$ cat config.mk
export PLATFORM = sky130hd
export DESIGN_NAME = jtag_reg_bridge_flat
export DESIGN_NICKNAME = d
export VERILOG_FILES = /design/src/rtl/jtag_bridge_pkg.sv /design/src/rtl/jtag_reg_bridge_if.sv /design/src/rtl/jtag_bridge_sync.sv /design/src/rtl/jtag_reg_bridge.sv /design/src/flat_wrapper.sv
export SDC_FILE = /design/constraint.sdc
export NUM_CORES = 1
export LEC_CHECK = 0
export BUFFER_PORTS_ARGS = -buffer_cell sky130_fd_sc_hd__buf_4
export CAP_MARGIN = 20
export CORE_ASPECT_RATIO = 1.5
export CORE_MARGIN = 2
export CORE_UTILIZATION = 55
export DETAILED_ROUTE_END_ITERATION = 8
export GPL_TIMING_DRIVEN = 0
export PLACE_DENSITY_LB_ADDON = 0.12
export SLEW_MARGIN = 40
export SYNTH_ARGS = -nofsm -noshare
export SYNTH_HDL_FRONTEND = slang
export SYNTH_HIERARCHICAL = 1
export SYNTH_SLANG_ARGS = --single-unit
export TNS_END_PERCENT = 20
$ cat constraint.sdc
create_clock -name CLK -period 1.7 [get_ports CLK]
set_input_delay 0.17 -clock CLK [delete_from_list [all_inputs] [get_ports CLK]]
set_output_delay 0.17 -clock CLK [all_outputs]
set_load 0.05 [all_outputs]
$ cat src/rtl/jtag_bridge_pkg.sv
// ---------------------------------------------------------------------------
// jtag_bridge_pkg
// Shared definitions for the JTAG-to-register bridge: FSM state encoding,
// command/response word field layout and startup guard length.
// No ports (package).
// ---------------------------------------------------------------------------
package jtag_bridge_pkg;

  // Bridge sequencer states.
  typedef enum logic [0:0] {
    ST_IDLE = 1'b0,
    ST_REQ  = 1'b1
  } bridge_state_e;

  // Command word: {cmd_toggle, rnw, addr[ADDR_W], wdata[DATA_W]}.
  // The control field sits above addr+wdata; offsets are within that field.
  localparam int CMD_CTRL_W  = 2;
  localparam int CMD_TOG_OFS = 1;
  localparam int CMD_RNW_OFS = 0;
  localparam int WDATA_LSB   = 0;

  // Response word: {resp_toggle, overrun, err, rdata[DATA_W]}.
  // The control field sits above rdata; offsets are within that field.
  localparam int RESP_CTRL_W  = 3;
  localparam int RESP_TOG_OFS = 2;
  localparam int RESP_OVR_OFS = 1;
  localparam int RESP_ERR_OFS = 0;
  localparam int RDATA_LSB    = 0;

  // Edges after reset release during which command detection is masked.
  localparam int WARMUP_EDGES = 3;

  function automatic int cmd_width(input int addr_w, input int data_w);
    return addr_w + data_w + CMD_CTRL_W;
  endfunction

  function automatic int resp_width(input int data_w);
    return data_w + RESP_CTRL_W;
  endfunction

endpackage

$ cat src/rtl/jtag_reg_bridge_if.sv
// ---------------------------------------------------------------------------
// jtag_reg_bridge_if
// Simple request/acknowledge register bus between the bridge and a target.
//   bus_req   : access request (master -> slave)
//   bus_we    : write when high (master -> slave)
//   bus_addr  : access address (master -> slave)
//   bus_wdata : write data (master -> slave)
//   bus_ack   : access complete (slave -> master)
//   bus_rdata : read data, valid with bus_ack (slave -> master)
// ---------------------------------------------------------------------------
interface jtag_reg_bridge_if #(
  parameter int ADDR_W = 16,
  parameter int DATA_W = 32
);
  logic              bus_req;
  logic              bus_we;
  logic [ADDR_W-1:0] bus_addr;
  logic [DATA_W-1:0] bus_wdata;
  logic              bus_ack;
  logic [DATA_W-1:0] bus_rdata;

  modport master (
    output bus_req, bus_we, bus_addr, bus_wdata,
    input  bus_ack, bus_rdata
  );

  modport slave (
    input  bus_req, bus_we, bus_addr, bus_wdata,
    output bus_ack, bus_rdata
  );
endinterface

$ cat src/rtl/jtag_bridge_sync.sv
// ---------------------------------------------------------------------------
// jtag_bridge_sync
// Two-stage flip-flop synchronizer, parameterized width, async reset to 0.
//   CLK   : destination clock
//   RST_N : asynchronous active-low reset
//   d     : asynchronous input vector
//   q     : synchronized output (second stage)
// ---------------------------------------------------------------------------
module jtag_bridge_sync #(
  parameter int WIDTH = 1
) (
  input  logic             CLK,
  input  logic             RST_N,
  input  logic [WIDTH-1:0] d,
  output logic [WIDTH-1:0] q
);

  logic [WIDTH-1:0] s1_r;

  // First and second synchronizer stages.
  always_ff @(posedge CLK or negedge RST_N) begin
    if (!RST_N) begin
      s1_r <= {WIDTH{1'b0}};
      q    <= {WIDTH{1'b0}};
    end else begin
      s1_r <= d;
      q    <= s1_r;
    end
  end

endmodule

$ cat src/rtl/jtag_reg_bridge.sv
// ---------------------------------------------------------------------------
// jtag_reg_bridge
// Turns toggle-handshaked command words from a JTAG user register (another
// clock domain) into single accesses on a req/ack register bus, and returns
// a toggle-handshaked response word.
//   CLK          : bridge clock, all state on its rising edge
//   RST_N        : asynchronous active-low reset
//   jtag_in_reg  : {cmd_toggle, rnw, addr, wdata}, asynchronous
//   jtag_out_reg : {resp_toggle, overrun, err, rdata}
//   bus          : register bus master (req/we/addr/wdata out, ack/rdata in)
// Optional feature: define JTAG_BRIDGE_TIMEOUT_EN to abort an access after
// TIMEOUT_CYCLES edges without ack (err = 1, rdata all-ones).
// ---------------------------------------------------------------------------
module jtag_reg_bridge
  import jtag_bridge_pkg::*;
#(
  parameter int ADDR_W         = 16,
  parameter int DATA_W         = 32,
  parameter int TIMEOUT_CYCLES = 1024
) (
  input  logic                                CLK,
  input  logic                                RST_N,
  input  logic [ADDR_W+DATA_W+CMD_CTRL_W-1:0] jtag_in_reg,
  output logic [DATA_W+RESP_CTRL_W-1:0]       jtag_out_reg,
  jtag_reg_bridge_if.master                   bus
);

  localparam int CMD_W  = cmd_width(ADDR_W, DATA_W);
  localparam int CTRL_B = ADDR_W + DATA_W;

  // Synchronized command word and its fields.
  logic [CMD_W-1:0]  s2_s;
  logic              s2_tog_s;
  logic              s2_rnw_s;
  logic [ADDR_W-1:0] s2_addr_s;
  logic [DATA_W-1:0] s2_wdata_s;

  logic              s3_tog_r;
  logic [1:0]        warm_r;
  logic              new_cmd_s;

  bridge_state_e     state_r;
  bridge_state_e     state_n;

  logic              pend_r;
  logic              pend_tog_r;
  logic              pend_rnw_r;
  logic [ADDR_W-1:0] pend_addr_r;
  logic [DATA_W-1:0] pend_wdata_r;
  logic              ovr_r;
  logic              cmd_tog_r;
  logic              cmd_rnw_r;

  logic              start_s;
  logic              take_pend_s;
  logic              finish_s;
  logic              timeout_s;
  logic              tmo_hit_s;
  logic              pend_load_s;
  logic              pend_clear_s;
  logic              ovr_set_s;

  logic              iss_tog_s;
  logic              iss_rnw_s;
  logic [ADDR_W-1:0] iss_addr_s;
  logic [DATA_W-1:0] iss_wdata_s;
  logic [DATA_W-1:0] resp_rdata_s;
  logic [DATA_W+RESP_CTRL_W-1:0] resp_word_s;

  jtag_bridge_sync #(.WIDTH(CMD_W)) u_sync (
    .CLK   (CLK),
    .RST_N (RST_N),
    .d     (jtag_in_reg),
    .q     (s2_s)
  );

  assign s2_tog_s   = s2_s[CTRL_B + CMD_TOG_OFS];
  assign s2_rnw_s   = s2_s[CTRL_B + CMD_RNW_OFS];
  assign s2_addr_s  = s2_s[DATA_W +: ADDR_W];
  assign s2_wdata_s = s2_s[WDATA_LSB +: DATA_W];

  // Edge detection is masked until the synchronizer chain has refilled, so a
  // toggle left high across reset does not look like a fresh command.
  assign new_cmd_s = (warm_r == 2'(WARMUP_EDGES)) && (s2_tog_s != s3_tog_r);

`ifdef JTAG_BRIDGE_TIMEOUT_EN
  localparam int TMO_W = $clog2(TIMEOUT_CYCLES + 1);
  logic [TMO_W-1:0] tmo_cnt_r;

  // Counts edges spent in REQ for the current access.
  always_ff @(posedge CLK or negedge RST_N) begin
    if (!RST_N) begin
      tmo_cnt_r <= {TMO_W{1'b0}};
    end else if (start_s) begin
      tmo_cnt_r <= {TMO_W{1'b0}};
    end else if (state_r == ST_REQ) begin
      tmo_cnt_r <= tmo_cnt_r + TMO_W'(1);
    end else begin
      tmo_cnt_r <= tmo_cnt_r;
    end
  end

  assign tmo_hit_s = (state_r == ST_REQ) &&
                     (tmo_cnt_r == TMO_W'(TIMEOUT_CYCLES - 1));
`else
  localparam int unused_timeout_cycles = TIMEOUT_CYCLES;
  assign tmo_hit_s = 1'b0;
`endif

  // Third toggle stage and startup guard counter.
  always_ff @(posedge CLK or negedge RST_N) begin
    if (!RST_N) begin
      s3_tog_r <= 1'b0;
      warm_r   <= 2'd0;
    end else begin
      s3_tog_r <= s2_tog_s;
      if (warm_r != 2'(WARMUP_EDGES)) begin
        warm_r <= warm_r + 2'd1;
      end else begin
        warm_r <= warm_r;
      end
    end
  end

  // Next-state and control strobes.
  always_comb begin
    state_n      = state_r;
    start_s      = 1'b0;
    take_pend_s  = 1'b0;
    finish_s     = 1'b0;
    timeout_s    = 1'b0;
    pend_load_s  = 1'b0;
    pend_clear_s = 1'b0;
    ovr_set_s    = 1'b0;
    case (state_r)
      ST_IDLE: begin
        if (pend_r) begin
          // Pending command goes first; a simultaneous new one refills the slot.
          start_s     = 1'b1;
          take_pend_s = 1'b1;
          state_n     = ST_REQ;
          if (new_cmd_s) begin
            pend_load_s = 1'b1;
          end else begin
            pend_clear_s = 1'b1;
          end
        end else if (new_cmd_s) begin
          start_s = 1'b1;
          state_n = ST_REQ;
        end else begin
          state_n = ST_IDLE;
        end
      end
      ST_REQ: begin
        if (new_cmd_s) begin
          if (pend_r) begin
            ovr_set_s = 1'b1;
          end else begin
            pend_load_s = 1'b1;
          end
        end else begin
          ovr_set_s = 1'b0;
        end
        if (bus.bus_ack) begin
          finish_s = 1'b1;
          state_n  = ST_IDLE;
        end else if (tmo_hit_s) begin
          finish_s  = 1'b1;
          timeout_s = 1'b1;
          state_n   = ST_IDLE;
        end else begin
          state_n = ST_REQ;
        end
      end
      default: begin
        state_n = ST_IDLE;
      end
    endcase
  end

  // Issue-field selection and response word assembly.
  always_comb begin
    iss_tog_s    = s2_tog_s;
    iss_rnw_s    = s2_rnw_s;
    iss_addr_s   = s2_addr_s;
    iss_wdata_s  = s2_wdata_s;
    resp_rdata_s = {DATA_W{1'b0}};
    if (take_pend_s) begin
      iss_tog_s   = pend_tog_r;
      iss_rnw_s   = pend_rnw_r;
      iss_addr_s  = pend_addr_r;
      iss_wdata_s = pend_wdata_r;
    end else begin
      iss_tog_s   = s2_tog_s;
    end
    if (timeout_s) begin
      resp_rdata_s = {DATA_W{1'b1}};
    end else if (cmd_rnw_r) begin
      resp_rdata_s = bus.bus_rdata;
    end else begin
      resp_rdata_s = {DATA_W{1'b0}};
    end
    // An overrun arriving on the completion edge is reported right away.
    resp_word_s = {cmd_tog_r, ovr_r | ovr_set_s, timeout_s, resp_rdata_s};
  end

  // FSM state register.
  always_ff @(posedge CLK or negedge RST_N) begin
    if (!RST_N) begin
      state_r <= ST_IDLE;
    end else begin
      state_r <= state_n;
    end
  end

  // One-deep pending slot and sticky overrun flag.
  always_ff @(posedge CLK or negedge RST_N) begin
    if (!RST_N) begin
      pend_r       <= 1'b0;
      pend_tog_r   <= 1'b0;
      pend_rnw_r   <= 1'b0;
      pend_addr_r  <= {ADDR_W{1'b0}};
      pend_wdata_r <= {DATA_W{1'b0}};
      ovr_r        <= 1'b0;
    end else begin
      if (pend_load_s) begin
        pend_r       <= 1'b1;
        pend_tog_r   <= s2_tog_s;
        pend_rnw_r   <= s2_rnw_s;
        pend_addr_r  <= s2_addr_s;
        pend_wdata_r <= s2_wdata_s;
      end else if (pend_clear_s) begin
        pend_r <= 1'b0;
      end else begin
        pend_r <= pend_r;
      end
      if (finish_s) begin
        ovr_r <= 1'b0;
      end else if (ovr_set_s) begin
        ovr_r <= 1'b1;
      end else begin
        ovr_r <= ovr_r;
      end
    end
  end

  // Bus request and its registered address/data/direction.
  always_ff @(posedge CLK or negedge RST_N) begin
    if (!RST_N) begin
      bus.bus_req   <= 1'b0;
      bus.bus_we    <= 1'b0;
      bus.bus_addr  <= {ADDR_W{1'b0}};
      bus.bus_wdata <= {DATA_W{1'b0}};
      cmd_tog_r     <= 1'b0;
      cmd_rnw_r     <= 1'b0;
    end else if (start_s) begin
      bus.bus_req   <= 1'b1;
      bus.bus_we    <= ~iss_rnw_s;
      bus.bus_addr  <= iss_addr_s;
      bus.bus_wdata <= iss_wdata_s;
      cmd_tog_r     <= iss_tog_s;
      cmd_rnw_r     <= iss_rnw_s;
    end else if (finish_s) begin
      bus.bus_req   <= 1'b0;
    end else begin
      bus.bus_req   <= bus.bus_req;
    end
  end

  // Response word, updated once per completed access.
  always_ff @(posedge CLK or negedge RST_N) begin
    if (!RST_N) begin
      jtag_out_reg <= {(DATA_W+RESP_CTRL_W){1'b0}};
    end else if (finish_s) begin
      jtag_out_reg <= resp_word_s;
    end else begin
      jtag_out_reg <= jtag_out_reg;
    end
  end

endmodule

$ cat src/flat_wrapper.sv
// flat-port wrapper written by rule: the top's interface ports become plain ports
module jtag_reg_bridge_flat import jtag_bridge_pkg::*;
#(
  parameter int ADDR_W         = 16,
  parameter int DATA_W         = 32,
  parameter int TIMEOUT_CYCLES = 1024
)
  (CLK, RST_N, jtag_in_reg, jtag_out_reg, bus_bus_req, bus_bus_we, bus_bus_addr, bus_bus_wdata, bus_bus_ack, bus_bus_rdata);
  jtag_reg_bridge_if #(.ADDR_W(ADDR_W), .DATA_W(DATA_W)) bus_i ();
  input  logic CLK;
  input  logic RST_N;
  input  logic [ADDR_W+DATA_W+CMD_CTRL_W-1:0] jtag_in_reg;
  output logic [DATA_W+RESP_CTRL_W-1:0] jtag_out_reg;
  output wire logic [$bits(bus_i.bus_req)-1:0] bus_bus_req;
  output wire logic [$bits(bus_i.bus_we)-1:0] bus_bus_we;
  output wire logic [$bits(bus_i.bus_addr)-1:0] bus_bus_addr;
  output wire logic [$bits(bus_i.bus_wdata)-1:0] bus_bus_wdata;
  input wire logic [$bits(bus_i.bus_ack)-1:0] bus_bus_ack;
  input wire logic [$bits(bus_i.bus_rdata)-1:0] bus_bus_rdata;
  assign bus_bus_req = bus_i.bus_req;
  assign bus_bus_we = bus_i.bus_we;
  assign bus_bus_addr = bus_i.bus_addr;
  assign bus_bus_wdata = bus_i.bus_wdata;
  assign bus_i.bus_ack = bus_bus_ack;
  assign bus_i.bus_rdata = bus_bus_rdata;
  jtag_reg_bridge #(.ADDR_W(ADDR_W), .DATA_W(DATA_W), .TIMEOUT_CYCLES(TIMEOUT_CYCLES)) u_core (.CLK(CLK), .RST_N(RST_N), .jtag_in_reg(jtag_in_reg), .jtag_out_reg(jtag_out_reg), .bus(bus_i));
endmodule
Word-level counts from Yosys, hierarchy flattened --
Index checks and enable logic that the tools add are counted.
Word-level totals: bits in registers 242, input bits 85, output and inout bits 85, logic and storage cells 58
Cells by class: add/sub/neg operators 1, eq/ne operators 3, multiplexer cells 29, bitwise gates (word level) 3, reductions and logical operators 4
Operators by type and width (count):
- $mux 32 | 2
- $mux 1 | 24
- $mux 16 | 1
- $reduce_bool 2->1 | 3
- $pmux 1 s2 | 2
- $add 2x1->2 const B | 1
- $eq 2x2->1 const B | 1
- $ne 2x2->1 const B | 1
- $not 1->1 | 2
- $logic_and 1x1->1 | 1
- $ne 1x1->1 | 1
- $or 1x1->1 | 1

Logic depth before layout (Yosys ltp) --
depth after elaboration 7, depth in mapped cells 6, gate-level depth less buffers 3

Cells and area by module --
The synthesis kept the hierarchy.
Modules (own cells, without submodules):
- jtag_reg_bridge | times used 1, cells each 575, area each 6510.0 um^2, sequential area each 3553.4 um^2
- jtag_bridge_sync | times used 1, cells each 100, area each 2502.4 um^2, sequential area each 2502.4 um^2

Worst setup path before layout --
OpenSTA, ideal clock, no wires.
kind register to register, start register u_core.u_sync.q[49], end register u_core.pend_addr_r[0], library setup time 0.125 ns, data arrival time 1.363 ns, data required time 1.575 ns, setup slack 0.212 ns, stages on the path, launching flop included 5, buffers on the path 1, clock period less this slack 1.488 ns, cells stage by stage dfrtp_1 -> xor2_2 -> nand3_4 -> buf_6 -> mux2_4
On the way: word-level cells in the longest chain between the ends 5, elaborated cells between the ends (all ways) 6, classes of those cells eq/ne (1); mux (4); reduce/logical (1)
RTL lines:
- start: declaration | RTL line jtag_bridge_sync.sv:15 | output logic [WIDTH-1:0] q
- start signal: assignment | RTL line jtag_bridge_sync.sv:24 | q <= {WIDTH{1'b0}};
- start signal: assignment | RTL line jtag_bridge_sync.sv:27 | q <= s1_r;
- $ne 1x1->1 (*) | RTL line jtag_reg_bridge.sv:84 | assign new_cmd_s = (warm_r == 2'(WARMUP_EDGES)) && (s2_tog_s != s3_tog_r);
- $logic_and 1x1->1 (*) | RTL line jtag_reg_bridge.sv:84
- $mux 1 | RTL line jtag_reg_bridge.sv:142 | if (new_cmd_s) begin
- $mux 1 | RTL line jtag_reg_bridge.sv:137 | if (pend_r) begin
- $pmux 1 s2 (*) | RTL line jtag_reg_bridge.sv:135 | case (state_r)
- end signal: assignment | RTL line jtag_reg_bridge.sv:222 | pend_addr_r <= {ADDR_W{1'b0}};
- end signal: assignment | RTL line jtag_reg_bridge.sv:230 | pend_addr_r <= s2_addr_s;
- end: declaration | RTL line jtag_reg_bridge.sv:48 | logic [ADDR_W-1:0] pend_addr_r;
Mark *: on every way between the ends. The rest lies on a longest branch, timed or not. A chain may end at the register's enable or synchronous reset.

Final worst setup path --
start register u_core.pend_r, end register u_core.bus.bus_addr[1]
On the way: word-level cells in the longest chain between the ends 3, elaborated cells between the ends (all ways) 5, classes of those cells mux (5)
RTL lines:
- start: declaration | RTL line jtag_reg_bridge.sv:45 | logic pend_r;
- start signal: assignment | RTL line jtag_reg_bridge.sv:235 | pend_r <= pend_r;
- $mux 1 | RTL line jtag_reg_bridge.sv:137
- $mux 1 | RTL line jtag_reg_bridge.sv:135
- $mux 16 | RTL line jtag_reg_bridge.sv:188 | if (take_pend_s) begin
- end signal: assignment | RTL line jtag_reg_bridge.sv:252 | bus.bus_addr <= {ADDR_W{1'b0}};
- end signal: assignment | RTL line jtag_reg_bridge.sv:259 | bus.bus_addr <= iss_addr_s;
- end: declaration | RTL line jtag_reg_bridge_if.sv:23 | output bus_req, bus_we, bus_addr, bus_wdata,
Parallel ways exist; a longest one is shown, timed or not.

==> flow_summary_export.csv <==
group,metric,value,unit
setup_path,crit_type,"reg2reg",
logic_synthesis,ys_ff_latch,242,
clock_tree,clkLatencyLatePin,0.50,ns
global_routing,antenna_found_initial,0,
logic_synthesis,synth_top_cells_by_area,"dfrtp_1 (67%), mux2_4 (8.3%), o311ai_1 (5.0%)",
setup_path,r2r_slack,-0.02,ns
placed_design,post-place-cells,1052,
routing,ant_nets,0,
floorplanning,ios,170,
timing,setup_slack,-0.0220,ns
logic_synthesis,synthesis.nets,761,
power_and_ir_drop,power.density,1820,nW/um2
setup_path,crit_required,2.04,ns
floorplanning,dieWidth,109,um
floorplanning,die_area,17400,um2
final_layout,antenna_cells,0,
logic_synthesis,yosysTopAreaCell,"dfrtp_1",
timing,rsz0062_at_grt,"true",
timing,finalHoldViolCount,0,
clock_tree,numCtsBuffers,22,
timing,setup_viol,1,
clock_tree,cts-root-buf,"clkbuf_16",
floorplanning,dieHeight,161,um
final_layout,n_fill_cell,992,
timing,fin_worst_skew,0.0142,ns
placed_design,routabilityCongestion,0.800,
power_and_ir_drop,peakVddDrop,1180,uV
timing,setup_tns,-0.0220,ns
clock_tree,clock_path_buffers,3,
placed_design,dp_hpwl,14300,um
timing,worstMarginPinSlew,0.680,ns
global_routing,grt_pass1_wl,35900,um
final_layout,design_area,12400,um2
routing,routed_wl,22800,um
placed_design,dpl-instance-area,10600,um2
floorplanning,rows,57,
timing,period_share,1.01,
logic_synthesis,postSynthCellCount,675,
clock_tree,cts_tree,"yes",
final_layout,multi_input_area,2550,um2
final_layout,drive_above_1_share,0.328,
setup_path,end_kind,"register",
global_routing,grtUsageTotal,0.260,
setup_path,startpoint_type,"register",
logic_synthesis,synth_cell_types,28,
outcome,status,"complete, but fails checks",
global_routing,grt_start_max_net_pins,81,
floorplanning,initial_utilization,0.559,
global_routing,gr-total-overflow,0,
logic_synthesis,synth_warnings,6,
logic_synthesis,syn_area,9010,um2
setup_path,cp.arrival,2.06,ns
global_routing,grt_pass1_vias,7077,
routing,drtPass1Iterations,5,
routing,vias,6701,
final_layout,stdcell_count,1178,
logic_synthesis,synth_top_cell_area_share,0.672,
final_layout,seq_area,6060,um2
clock_tree,cts-htree-levels,1,
final_layout,nets,1042,
routing,viasPerCell,5.69,
power_and_ir_drop,power_leakage,5.95,nW
placed_design,portBuffers,168,
routing,drc,0,
logic_synthesis,seq_area_frac_synth,0.672,
clock_tree,clock_sinks,242,
min_path,worstHoldPathType,"in2async",
outcome,violations,"negative setup slack",
job,drv_cap,0,
logic_synthesis,synth.avg_cell_area,13.4,um2
floorplanning,core_area,16100,um2
power_and_ir_drop,total_power,22.5,mW
timing,report.final.slew_viol_count,0,
setup_path,cp_max_fo,10,
timing,min_period,1.72,ns
timing,fmax,581,MHz
placed_design,post-place-ws,-0.353,ns
clock_tree,path_clk_slew,0.06,ns
routing,drtIter0Drc,467,
timing,slew_headroom,0.547,
routing,avgRoutedWirePerCell,19.4,um
final_layout,syn2layout_area_growth,37.3,%
## final cells by class
class,count,share of cell area
Sequential cell,242,0.489
Clock inverter,7,0.00738
Multi-Input combinational cell,322,0.206
Tap cell,206,0.0208
Inverter,53,0.0161
Clock buffer,33,0.0544
Timing Repair Buffer,258,0.180
Buffer,57,0.0261
## power by group
group | switching, mW | internal, mW | total, mW | leakage, nW
clock | 2.08 | 3.05 | 5.13 | 0.376
combinational | 5.47 | 3.36 | 8.83 | 2.68
sequential | 1.18 | 7.39 | 8.57 | 2.90
## layer usage
layer  global-route usage  share of wire
met4               0.0991          0.032
met3               0.0276          0.052
met2                0.453           0.52
met1                0.334           0.39
met5                    0              0
## cells by family (layout without fill, tap and decap cells)
family	count (synthesis)	count (layout)	synth area share
and+or+nand+nor	156	156	0.0862
buffers and inverters	111	408	0.0525
AOI/OAI and AO/OA	109	109	0.0973
xor gates and xnor gates	3	3	0.00458
muxes	51	51	0.0845
other	1	1	0.000416
adders and majority gates	2	2	0.00250
DFF	242	242	0.672
## stage by stage
| step | util | hold slack [ns] |
|---|---|---|
| 2_1_floorplan | - | -0.126 |
| 5_1_grt | 0.768 | 0.148 |
| 6_report | 0.768 | 0.134 |
| 4_1_cts | 0.764 | 0.131 |
| 3_3_place_gp | 0.653 | 0.279 |
| 3_5_place_dp | 0.659 | 0.0632 |
## cells in the mapped netlist
cell type  count
buf_2          9
a41oi_1        1
mux2_4        50
a31oi_1        1
nand2_1       66
buf_6          5
nor2b_1        1
mux2_2         1
buf_4          2
ha_1           1
nor2_1         3
and2_1         2
clkbuf_1      42
nand3_4        1
nand4b_1       1
conb_1         1
inv_1         53
o311ai_1      51
xor2_2         2
o21ai_0        2
dfrtp_1      242
a22oi_1       51
xnor2_1        1
nand4_1       50
maj3_1         1
nand3_1       32
a21oi_1        1
o31a_1         2
## worst paths after layout
path                            depth (start not counted)                   start                      to
worst max-delay path                                    6           u_core/pend_r  u_core/bus.bus_addr[1]
worst min-delay path                                    2                   RST_N  u_core/u_sync/s1_r[32]
worst max register to register                          6           u_core/pend_r  u_core/bus.bus_addr[1]
worst min register to register                          0  u_core/u_sync/s1_r[30]     u_core/u_sync/q[30]
max in group asynchronous                               5                   RST_N  u_core/jtag_out_reg[8]
min in group CLK                                        2          jtag_in_reg[1]   u_core/u_sync/s1_r[1]
## cell usage in the layout, fill, tap and decap left out, drive strengths merged, types with 2 or more instances in the layout
cell type    instances
clkbuf              68
inv                 53
clkinv               4
o31a                 2
nand4               50
nand3               33
nor2                 3
bufinv               2
and2                 2
mux2                51
dfrtp              242
o21ai                2
dlygate4sd3         84
xor2                 2
buf                196
nand2               66
o311ai              51
a22oi               51
## worst max-delay path, cell delays in order (launching register included)
cell and delay, ns:
dfrtp_2 0.46, buf_4 0.20, nor2b_1 0.13, buf_2 0.16, clkbuf_4 0.20, a22oi_1 0.22
o311ai_2 0.17
## repair_timing
action | in CTS | in global routing
gates resized for setup | 27 | 37
setup endpoints to repair | 110 | 115
hold buffers | 84 | 0
endpoints found under the hold margin | 167 | 0
setup buffers | 3 | 0
pin swaps | 1 | 0
Note: power is estimated with default switching activity, not from simulation.
